--- src/rtl/fcmp_pkg.sv ---
// Shared types for the compare scheduler: op encodings, FSM states and the
// latched request record.
package fcmp_pkg;

    // Compare operations; encodings 5..7 are illegal and still take one pass.
    typedef enum logic [2:0] {
        FLT  = 3'd0,
        FLE  = 3'd1,
        FEQ  = 3'd2,
        FMIN = 3'd3,
        FMAX = 3'd4
    } fcmp_op_e;

    // Scheduler states.
    typedef enum logic [1:0] {
        IDLE = 2'd0,
        CMP1 = 2'd1,
        CMP2 = 2'd2,
        RESP = 2'd3
    } fcmp_state_e;

    // One request as captured on acceptance.
    typedef struct packed {
        logic [2:0]  op;
        logic [31:0] x1;
        logic [31:0] x2;
    } fcmp_req_t;

    // True for the encodings that map onto a real operation.
    function automatic logic op_is_legal(input logic [2:0] op);
        return (op <= 3'd4);
    endfunction

endpackage

--- src/rtl/fclt.sv ---
// Single-precision less-than comparator. Two operands whose exponent
// fields are both zero compare equal (covers +0/-0 and denormals).
// NaNs are not treated specially.
module fclt (
    input  logic [31:0] a,
    input  logic [31:0] b,
    output logic        lt
);

    logic sa;
    logic sb;
    logic both_zero_exp;
    logic mag_gt;
    logic mag_lt;

    assign sa            = a[31];
    assign sb            = b[31];
    assign both_zero_exp = (a[30:23] == 8'd0) && (b[30:23] == 8'd0);
    assign mag_gt        = (a[30:0] > b[30:0]);
    assign mag_lt        = (a[30:0] < b[30:0]);

    // Sign-magnitude ordering: negative below positive, larger magnitude
    // is smaller when both are negative.
    always_comb begin
        if (both_zero_exp) begin
            lt = 1'b0;
        end else begin
            lt = (sa & ~sb) | (sa & sb & mag_gt) | (~sa & ~sb & mag_lt);
        end
    end

endmodule

--- src/rtl/fcmp_sched.sv ---
// Round-robin scheduler sharing one fclt comparator between NREQ issue
// ports. FEQ runs two passes (x1<x2 then x2<x1); every other op runs one.
// The result sits in a single registered response slot until consumed.
module fcmp_sched
    import fcmp_pkg::*;
#(
    parameter int NREQ = 2,
    parameter int IDW  = $clog2(NREQ)
) (
    input  logic               clk,
    input  logic               rstn,
    input  logic [NREQ-1:0]    req_valid,
    output logic [NREQ-1:0]    req_ready,
    input  logic [NREQ*3-1:0]  req_op,
    input  logic [NREQ*32-1:0] req_x1,
    input  logic [NREQ*32-1:0] req_x2,
    output logic               resp_valid,
    input  logic               resp_ready,
    output logic [31:0]        resp_data,
    output logic [IDW-1:0]     resp_id,
    output logic               resp_illegal,
    output logic               busy
);

    // Pick the first valid requester after 'last', wrapping; 'last' itself
    // has the lowest priority. MSB of the result flags that one was found.
    function automatic logic [IDW:0] rr_pick(input logic [NREQ-1:0] valid,
                                             input logic [IDW-1:0]  last);
        logic [IDW:0] res;
        int           idx;
        res = '0;
        for (int k = NREQ; k >= 1; k--) begin
            idx = (int'(last) + k) % NREQ;
            if (valid[idx]) begin
                res = {1'b1, IDW'(idx)};
            end
        end
        return res;
    endfunction

    fcmp_state_e    state_reg;
    fcmp_state_e    state_next;
    logic [IDW-1:0] last_grant_reg;
    fcmp_req_t      req_reg;
    logic [IDW-1:0] id_reg;
    logic           pass1_reg;
    logic [31:0]    resp_data_reg;
    logic [IDW-1:0] resp_id_reg;
    logic           resp_illegal_reg;

    fcmp_req_t      req_vec [NREQ];
    logic [IDW:0]   pick;
    logic [IDW-1:0] grant_idx;
    logic           grant_take;

    logic           cmp_swap;
    logic [31:0]    cmp_a;
    logic [31:0]    cmp_b;
    logic           cmp_lt;
    logic [31:0]    result_data;
    logic           result_illegal;

    // Unpack the flat request buses into per-requester records.
    generate
        for (genvar gi = 0; gi < NREQ; gi++) begin : g_unpack
            assign req_vec[gi].op = req_op[3*gi +: 3];
            assign req_vec[gi].x1 = req_x1[32*gi +: 32];
            assign req_vec[gi].x2 = req_x2[32*gi +: 32];
        end
    endgenerate

    assign pick      = rr_pick(req_valid, last_grant_reg);
    assign grant_idx = pick[IDW-1:0];

    // FEQ's second pass and FLE both need lt(x2, x1).
    assign cmp_swap = (state_reg == CMP2) || (req_reg.op == FLE);
    assign cmp_a    = cmp_swap ? req_reg.x2 : req_reg.x1;
    assign cmp_b    = cmp_swap ? req_reg.x1 : req_reg.x2;

    fclt u_fclt (
        .a  (cmp_a),
        .b  (cmp_b),
        .lt (cmp_lt)
    );

    // Next state, accept window and per-requester ready.
    always_comb begin
        state_next = state_reg;
        grant_take = 1'b0;
        req_ready  = '0;
        case (state_reg)
            IDLE: begin
                if (pick[IDW]) begin
                    grant_take = 1'b1;
                    state_next = CMP1;
                end
            end
            CMP1: begin
                state_next = (req_reg.op == FEQ) ? CMP2 : RESP;
            end
            CMP2: begin
                state_next = RESP;
            end
            RESP: begin
                if (resp_ready) begin
                    if (pick[IDW]) begin
                        grant_take = 1'b1;
                        state_next = CMP1;
                    end else begin
                        state_next = IDLE;
                    end
                end
            end
            default: begin
                state_next = IDLE;
            end
        endcase
        if (grant_take) begin
            req_ready[grant_idx] = 1'b1;
        end
    end

    // Result formatting from the current comparator pass.
    always_comb begin
        result_data    = '0;
        result_illegal = 1'b0;
        if (!op_is_legal(req_reg.op)) begin
            result_illegal = 1'b1;
        end else begin
            case (req_reg.op)
                FLT:     result_data = {31'd0, cmp_lt};
                FLE:     result_data = {31'd0, ~cmp_lt};
                FEQ:     result_data = {31'd0, ~pass1_reg & ~cmp_lt};
                FMIN:    result_data = cmp_lt ? req_reg.x1 : req_reg.x2;
                FMAX:    result_data = cmp_lt ? req_reg.x2 : req_reg.x1;
                default: result_data = '0;
            endcase
        end
    end

    // State, request capture and response slot.
    always_ff @(posedge clk or negedge rstn) begin
        if (!rstn) begin
            state_reg        <= IDLE;
            last_grant_reg   <= IDW'(NREQ - 1);
            req_reg          <= '0;
            id_reg           <= '0;
            pass1_reg        <= 1'b0;
            resp_data_reg    <= '0;
            resp_id_reg      <= '0;
            resp_illegal_reg <= 1'b0;
        end else begin
            state_reg <= state_next;
            if (grant_take) begin
                req_reg        <= req_vec[grant_idx];
                id_reg         <= grant_idx;
                last_grant_reg <= grant_idx;
            end
            if (state_reg == CMP1) begin
                if (req_reg.op == FEQ) begin
                    pass1_reg <= cmp_lt;
                end else begin
                    resp_data_reg    <= result_data;
                    resp_illegal_reg <= result_illegal;
                    resp_id_reg      <= id_reg;
                end
            end
            if (state_reg == CMP2) begin
                resp_data_reg    <= result_data;
                resp_illegal_reg <= 1'b0;
                resp_id_reg      <= id_reg;
            end
        end
    end

    assign resp_valid   = (state_reg == RESP);
    assign resp_data    = resp_data_reg;
    assign resp_id      = resp_id_reg;
    assign resp_illegal = resp_illegal_reg;
    assign busy         = (state_reg != IDLE);

endmodule

--- config.mk ---
export PLATFORM = sky130hd
export DESIGN_NAME = fcmp_sched
export DESIGN_NICKNAME = d
export VERILOG_FILES = /design/src/rtl/fcmp_pkg.sv /design/src/rtl/fclt.sv /design/src/rtl/fcmp_sched.sv
export SDC_FILE = /design/constraint.sdc
export NUM_CORES = 1
export LEC_CHECK = 0
export ABC_CLOCK_PERIOD_IN_PS = 7100
export CORE_UTILIZATION = 56
export CTS_BUF_LIST = sky130_fd_sc_hd__clkbuf_8
export CTS_CLUSTER_SIZE = 10
export DETAILED_ROUTE_END_ITERATION = 10
export PLACE_DENSITY = 0.89
export SYNTH_ARGS = -nofsm -noshare
export SYNTH_HDL_FRONTEND = slang
export SYNTH_HIERARCHICAL = 1
export SYNTH_SLANG_ARGS = --single-unit
--- constraint.sdc ---
create_clock -name clk -period 7.1 [get_ports clk]
set_clock_uncertainty 0.1 [all_clocks]
set_input_delay 1.42 -clock clk [delete_from_list [all_inputs] [get_ports clk]]
set_output_delay 1.42 -clock clk [all_outputs]
set_load 0.005 [all_outputs]
# --- Word level (Yosys, flattened, before mapping) ---
# Index checks and enable logic that the tools add are counted.
word_totals:
  output_inout_bits: 38
  regBits: 106
  in_bits: 139
  wordCells: 96
op_classes:
  n_mux: 39
  bitwise: 15
  magnitude_cmp: 8
  n_reduce_logical: 12
  n_addsub: 2
  n_eq_ne: 10
op_table:
  columns: ["cell", "n"]
  rows:
  - ["32-bit two-way mux", 8]
  - ["67-bit two-way mux", 3]
  - ["32-bit one-hot mux with 5 select lines", 1]
  - ["31-bit > comparator", 1]
  - ["31-bit < comparator", 1]
  - ["1-bit two-way mux", 19]
  - ["8-bit zero test", 2]
  - ["2-bit two-way mux", 5]
  - ["2-bit one-hot mux with 4 select lines", 1]
  - ["1-bit bitwise AND", 6]
  - ["3-bit by 2-bit equality test with 1-bit output (second input constant)", 2]
  - ["2-bit by 3-bit < comparator with 1-bit output (second input constant)", 2]
  - ["2-bit AND reduction", 3]
  - ["2-bit equality test (second input constant)", 2]
  - ["2-bit inequality test (second input constant)", 2]
  - ["1-bit NOT", 4]
  - ["2-bit nonzero test", 2]
  - ["3-bit by 1-bit equality test with 1-bit output (second input constant)", 1]
  - ["3-bit equality test (second input constant)", 1]
  - ["3-bit <= comparator (second input constant)", 1]
  - ["3-bit zero test", 1]
  - ["1-bit adder (second input constant)", 2]
  - ["1-bit bitwise AND (first input constant)", 2]
  - ["2-bit by 1-bit equality test with 1-bit output (second input constant)", 1]
  - ["11 further kinds", 13]

# --- Depth between registers and ports, before layout ---
depth:
  depth_word: 15
  depth_mapped: 18
  depth_no_buf: 16

# --- Modules after synthesis ---
# Netlist, hierarchy kept.
modules_own_cells:
  columns: ["mod", "instances", "cells_per_inst", "seq_area_each_um2", "area_per_inst_um2"]
  rows:
  - ["fcmp_sched", 1, 612, 2653.8, 6314.8]
  - ["fclt", 1, 117, 0.0, 833.3]

# --- Worst setup path after synthesis ---
# Ideal clock, no wire load.
synth_timing:
  kind: "register to register"
  from: "reg state_reg[0]"
  to: "reg resp_data_reg[0] (netlist: resp_data[0])"
  setup_time_ns: 0.122
  path_stages_with_launch: 17
  period_less_slack_ns: 3.912
  arrival_time_ns: 3.691
  path_slack_ns: 3.188
  t_required_ns: 6.878
  cell_sequence: "dfrtp_1 -> inv_1 -> ha_1 -> a31oi_4 -> buf_4 -> mux2_2 -> ha_1 -> a21o_1 -> a21o_1 -> a221oi_2 -> o21ai_1 -> a21oi_2 -> mux2i_1 -> clkbuf_1 -> clkbuf_1 -> nand3_1 -> a32o_1"
synth_between:
  elab_chain_len: 15
  elab_cells_between_ends: 32
synth_rtl:
  columns: ["element", "line", "source"]
  rows:
  - ["start: declaration", "fcmp_sched.sv:41", "fcmp_state_e state_reg;"]
  - ["start signal: assignment", "fcmp_sched.sv:153", "state_reg <= state_next;"]
  - ["2-bit equality test (*)", "fcmp_sched.sv:76", "assign cmp_swap = (state_reg == CMP2) || (req_reg.op == FLE);"]
  - ["1-bit logical OR (*)", "fcmp_sched.sv:76", null]
  - ["32-bit two-way mux (*)", "fcmp_sched.sv:77", "assign cmp_a = cmp_swap ? req_reg.x2 : req_reg.x1;"]
  - ["named net cmp_a[28]", "fcmp_sched.sv:57", "logic [31:0] cmp_a;"]
  - ["31-bit > comparator", "fclt.sv:19", "assign mag_gt = (a[30:0] > b[30:0]);"]
  - ["1-bit bitwise AND", "fclt.sv:28", "lt = (sa & ~sb) | (sa & sb & mag_gt) | (~sa & ~sb & mag_lt);"]
  - ["1-bit OR (2 in series)", "fclt.sv:28", null]
  - ["1-bit two-way mux (*)", "fclt.sv:25", "if (both_zero_exp) begin"]
  - ["named net cmp_lt", "fcmp_sched.sv:59", "logic cmp_lt;"]
  - ["1-bit NOT", "fcmp_sched.sv:132, fcmp_sched.sv:133", null]
  - ["1-bit bitwise AND", "fcmp_sched.sv:133", "FEQ: result_data = {31'd0, ~pass1_reg & ~cmp_lt};"]
  - ["32-bit one-hot mux with 5 select lines (*)", "fcmp_sched.sv:130", "case (req_reg.op)"]
  - ["32-bit two-way mux (*)", "fcmp_sched.sv:127", "if (!op_is_legal(req_reg.op)) begin"]
  - ["32-bit two-way mux", "fcmp_sched.sv:160", "if (req_reg.op == FEQ) begin"]
  - ["32-bit two-way mux", "fcmp_sched.sv:159", "if (state_reg == CMP1) begin"]
  - ["32-bit two-way mux (*)", "fcmp_sched.sv:168", "if (state_reg == CMP2) begin"]
  - ["end signal: assignment", "fcmp_sched.sv:163", "resp_data_reg <= result_data;"]
  - ["end signal: assignment", "fcmp_sched.sv:169", "resp_data_reg <= result_data;"]
  - ["end: declaration", "fcmp_sched.sv:47", "logic [31:0] resp_data_reg;"]
# Mark *: on every way through the listed nets, which the timed path passes. The rest lies on a longest branch. The select of a mux whose other input is x is not followed.
# A chain may end at the register's enable or synchronous reset.

# --- Final worst setup path ---
layout_timing:
  from: "reg state_reg[0]"
  to: "reg resp_data_reg[30] (netlist: resp_data[30])"
layout_between:
  elab_chain_len: 14
  elab_cells_between_ends: 30
layout_rtl:
  columns: ["element", "line"]
  rows:
  - ["2-bit equality test (*)", "fcmp_sched.sv:76"]
  - ["1-bit logical OR (*)", "fcmp_sched.sv:76"]
  - ["32-bit two-way mux (*)", "fcmp_sched.sv:77"]
  - ["named net cmp_a[28]", "fcmp_sched.sv:57"]
  - ["31-bit > comparator", "fclt.sv:19"]
  - ["1-bit bitwise AND", "fclt.sv:28"]
  - ["1-bit OR (2 in series)", "fclt.sv:28"]
  - ["1-bit two-way mux (*)", "fclt.sv:25"]
  - ["named net cmp_lt", "fcmp_sched.sv:59"]
  - ["32-bit two-way mux, on equally long branches", "fcmp_sched.sv:135, fcmp_sched.sv:134"]
  - ["32-bit one-hot mux with 5 select lines (*)", "fcmp_sched.sv:130"]
  - ["32-bit two-way mux (*)", "fcmp_sched.sv:127"]
  - ["32-bit two-way mux", "fcmp_sched.sv:160"]
  - ["32-bit two-way mux", "fcmp_sched.sv:159"]
  - ["32-bit two-way mux (*)", "fcmp_sched.sv:168"]
# Marks and branches as above.

==> impl_metrics.yaml <==
routing:
  wl_um: 18600
  met2_length_um: 9410
  drtPass1Iterations: 5
  num_vias: 6401
  wl_met1_um: 7220
  vias_per_cell: 6.15
  routedWlPerCell_um: 17.9
  highest_layer: "met4"
  final_antenna_net_count: 0
  drcViolationCount: 0
  dr.first_iter.drc_count: 463
  dr_wl_met3_um: 1250
global_route:
  grt_max_degree: 135
  grt_overflow_total: 0
  grt_pass1_vias: 6320
  antenna_found_initial: 0
  grt_pass1_wl_um: 30400
  grt.total_usage: 0.294
die:
  dieHeight_um: 115
  rows: 40
  initial_utilization: 0.585
  ioPinCount: 177
  die-area_um2: 13200
  die_x_um: 115
  core_um2: 12200
worst_setup_path:
  critical_path_class: "flop to flop"
  critical_path.max_stage_delay_ns: 0.90
  critPathTopFamily: "compound AO/OA/AOI/OAI gates"
  required_ns: 7.28
  critPathMaxFanout: 33
  critical_path.cell_chain: "inv_1, ha_1, a31oi_4, buf_12, mux2_2, ha_1, a21o_1, a21o_1, a221oi_2, o21ai_1, a21oi_2, mux2i_4, inv_1, mux2_2, a22oi_1, o21ai_1"
  critPathSlowestCell: "a31oi_4"
  worst-path-buf-inv: 3
  setup.worst_path.start_class: "flop"
  arrival_ns: 5.55
  endpoint_kind: "flop"
sta:
  setup_viol: 0
  slew_violations: 0
  finalCriticalPeriod_ns: 5.38
  slew_headroom: 0.187
  tns_ns: 0
  period_share: 0.757
  worst_slack_ns: 1.72
  finalHoldViolations: 0
  worst_hold_slack_ns: 0.403
  worstMarginPinSlew_ns: 1.22
  max_freq_mhz: 186
  rsz0062_at_grt: "false"
yosys:
  synthCells: 729
  syn_avg_cell_area_um2: 9.81
  synth_nets: 903
  ys_types: 52
  synthesis.area_um2: 7150
  yosysWarnings: 6
  ys_ff_latch: 106
  ys_seq_area_frac: 0.371
power:
  ir_worst_vdd_mv: 0.356
  power_frac_comb: 0.663
  total_leakage_power_nw: 3.81
  p_clk_frac: 0.078
  powerDensity_nw_per_um2: 522
  p_sw_frac: 0.478
  cell_internal_pwr_mw: 2.47
  seq_power_share: 0.259
  netSwitchingPower_mw: 2.26
cells_and_area:
  fill_cells: 889
  nets: 1041
  largest_register_ffs: 67
  instances_no_fill: 1040
  num_antenna_cells: 0
  drive_above_1_share: 0.120
  finalInstanceArea_um2: 9060
  area_growth_pct: 26.8
clock_network:
  cts_tree: "built"
  cts.path.max_buffers: 2
  clk_pin_slew_worst_paths_ns: 0.10
  cts_hold_buffers: 0
  cts_resized: 0
  cts_inserted_buffers: 9
  clock_sinks: 106
  clk_latency_ns: 0.39
  cts_setup_buffers: 0
  cts-root-buf: "clkbuf_8"
  h-tree-depth: 3
placed_design:
  hpwl_um: 13300
  dp.cells: 1024
  io_buffers: 176
  place_congestion: 0.957
  dpl_worst_slack_ns: 1.80
  place_area_um2: 8870
outcome:
  status: "finished clean"
hold_path:
  holdCritPathClass: "flop to flop"
job:
  maxCapViolCount: 0
-- final timing paths --
kind	start	end	slack, ns	cells past startpoint
max in group asynchronous	rstn	req_reg[11]	4.81	2
worst max register to register	state_reg[0]	resp_data[30]	1.72	16
worst min register to register	resp_data[3]	resp_data[3]	0.40	2
worst max-delay path	state_reg[0]	resp_data[30]	1.72	16
min in group asynchronous	rstn	req_reg[57]	0.94	1
worst min-delay path	resp_data[3]	resp_data[3]	0.40	2
-- kinds of logic (layout without fill, tap and decap cells) --
group / count (synthesis) / after routing / synth area share
buffers and inverters: 97 / 240 / 0.0709
adders and majority gates: 35 / 35 / 0.0613
muxes: 136 / 136 / 0.202
AOI/OAI and AO/OA: 206 / 206 / 0.201
DFF: 106 / 106 / 0.371
and+or+nand+nor: 149 / 149 / 0.0931
-- layout by cell type, fill, tap and decap left out, drive strengths merged, types with 3 or more instances in the layout --
cell / Yosys / final
nand2b: 3 / 3
nor4: 5 / 5
a21o: 3 / 3
nand3: 3 / 3
nor2: 79 / 79
nor3: 3 / 3
o21ai: 12 / 12
mux2: 68 / 68
o31ai: 31 / 31
nand4: 7 / 7
ha: 35 / 35
clkbuf: 13 / 13
a21oi: 81 / 81
a31oi: 5 / 5
nand2: 41 / 41
buf: 45 / 10
inv: 39 / 41
mux2i: 68 / 68
a221oi: 62 / 62
clkdlybuf4s50: 0 / 175
dfrtp: 105 / 105
-- worst reg2reg max path, cell delays in order, from the launching register on --
cell      delay (ns)
dfrtp_1         0.42
inv_1           0.09
ha_1            0.31
a31oi_4         0.90
buf_12          0.29
mux2_2          0.38
ha_1            0.33
a21o_1          0.17
a21o_1          0.19
a221oi_2        0.25
o21ai_1         0.11
a21oi_2         0.18
mux2i_4         0.09
inv_1           0.75
mux2_2          0.43
a22oi_1         0.18
o21ai_1         0.08
-- power groups by stage --
stage | clock network (mW) | logic (mW) | registers, mW
floorplan | 0 | 2.40 | 1.08
global placement | 0 | 2.83 | 1.19
detailed placement | 0 | 3.06 | 1.22
CTS | 0.374 | 3.09 | 1.21
global route | 0.400 | 3.43 | 1.26
finish | 0.369 | 3.13 | 1.22
-- metal layers --
layer | global-route usage | up-vias
met5 | 0 | -
met4 | 0.165 | 0
met3 | 0.0501 | 71
met2 | 0.518 | 314
met1 | 0.338 | 3027
li1 | - | 2989
-- through the flow --
stage / power [mW] / utilization
detailed placement: 4.28 / 0.726
global placement: 4.02 / 0.726
CTS: 4.67 / 0.742
floorplan: 3.49 / -
global route: 5.09 / 0.742
finish: 4.73 / 0.742
-- cells in the mapped netlist, drive strengths merged --
cell type	count	area, um2
dfrtp	105	2630
o31a	1	8.76
nor2	79	307
and2	1	6.26
a21o	3	22.5
nand2b	3	18.8
ha	35	438
nor4	5	37.5
a21oi	81	409
o31ai	31	233
o22ai	1	6.26
nor3b	2	26.3
nand3	3	15.0
a211oi	2	15.0
nand3b	1	7.51
a32o	1	10.0
inv	39	146
nand4	7	43.8
o21a	1	7.51
a41oi	1	8.76
o21ai	12	63.8
and3	1	6.26
o41ai	1	27.5
clkbuf	13	48.8
a31oi	5	46.3
and4	1	8.76
a221oi	62	549
and3b	1	8.76
nor3	3	20.0
a21boi	1	7.51
nor2b	1	6.26
mux2	68	766
dfstp	1	26.3
a22oi	1	7.51
nand2	41	154
o211ai	2	15.0
buf	45	312
mux2i	68	681
-- area by class of cell --
cell class,instances,area [um2],area share
Clock buffer,13,179,0.0197
Clock inverter,3,15.0,0.00166
Inverter,39,146,0.0162
Multi-Input combinational cell,526,4020,0.443
Sequential cell,106,2650,0.293
Tap cell,168,210,0.0232
Timing Repair Buffer,185,1840,0.203
Power figures use the tool's default switching activity.
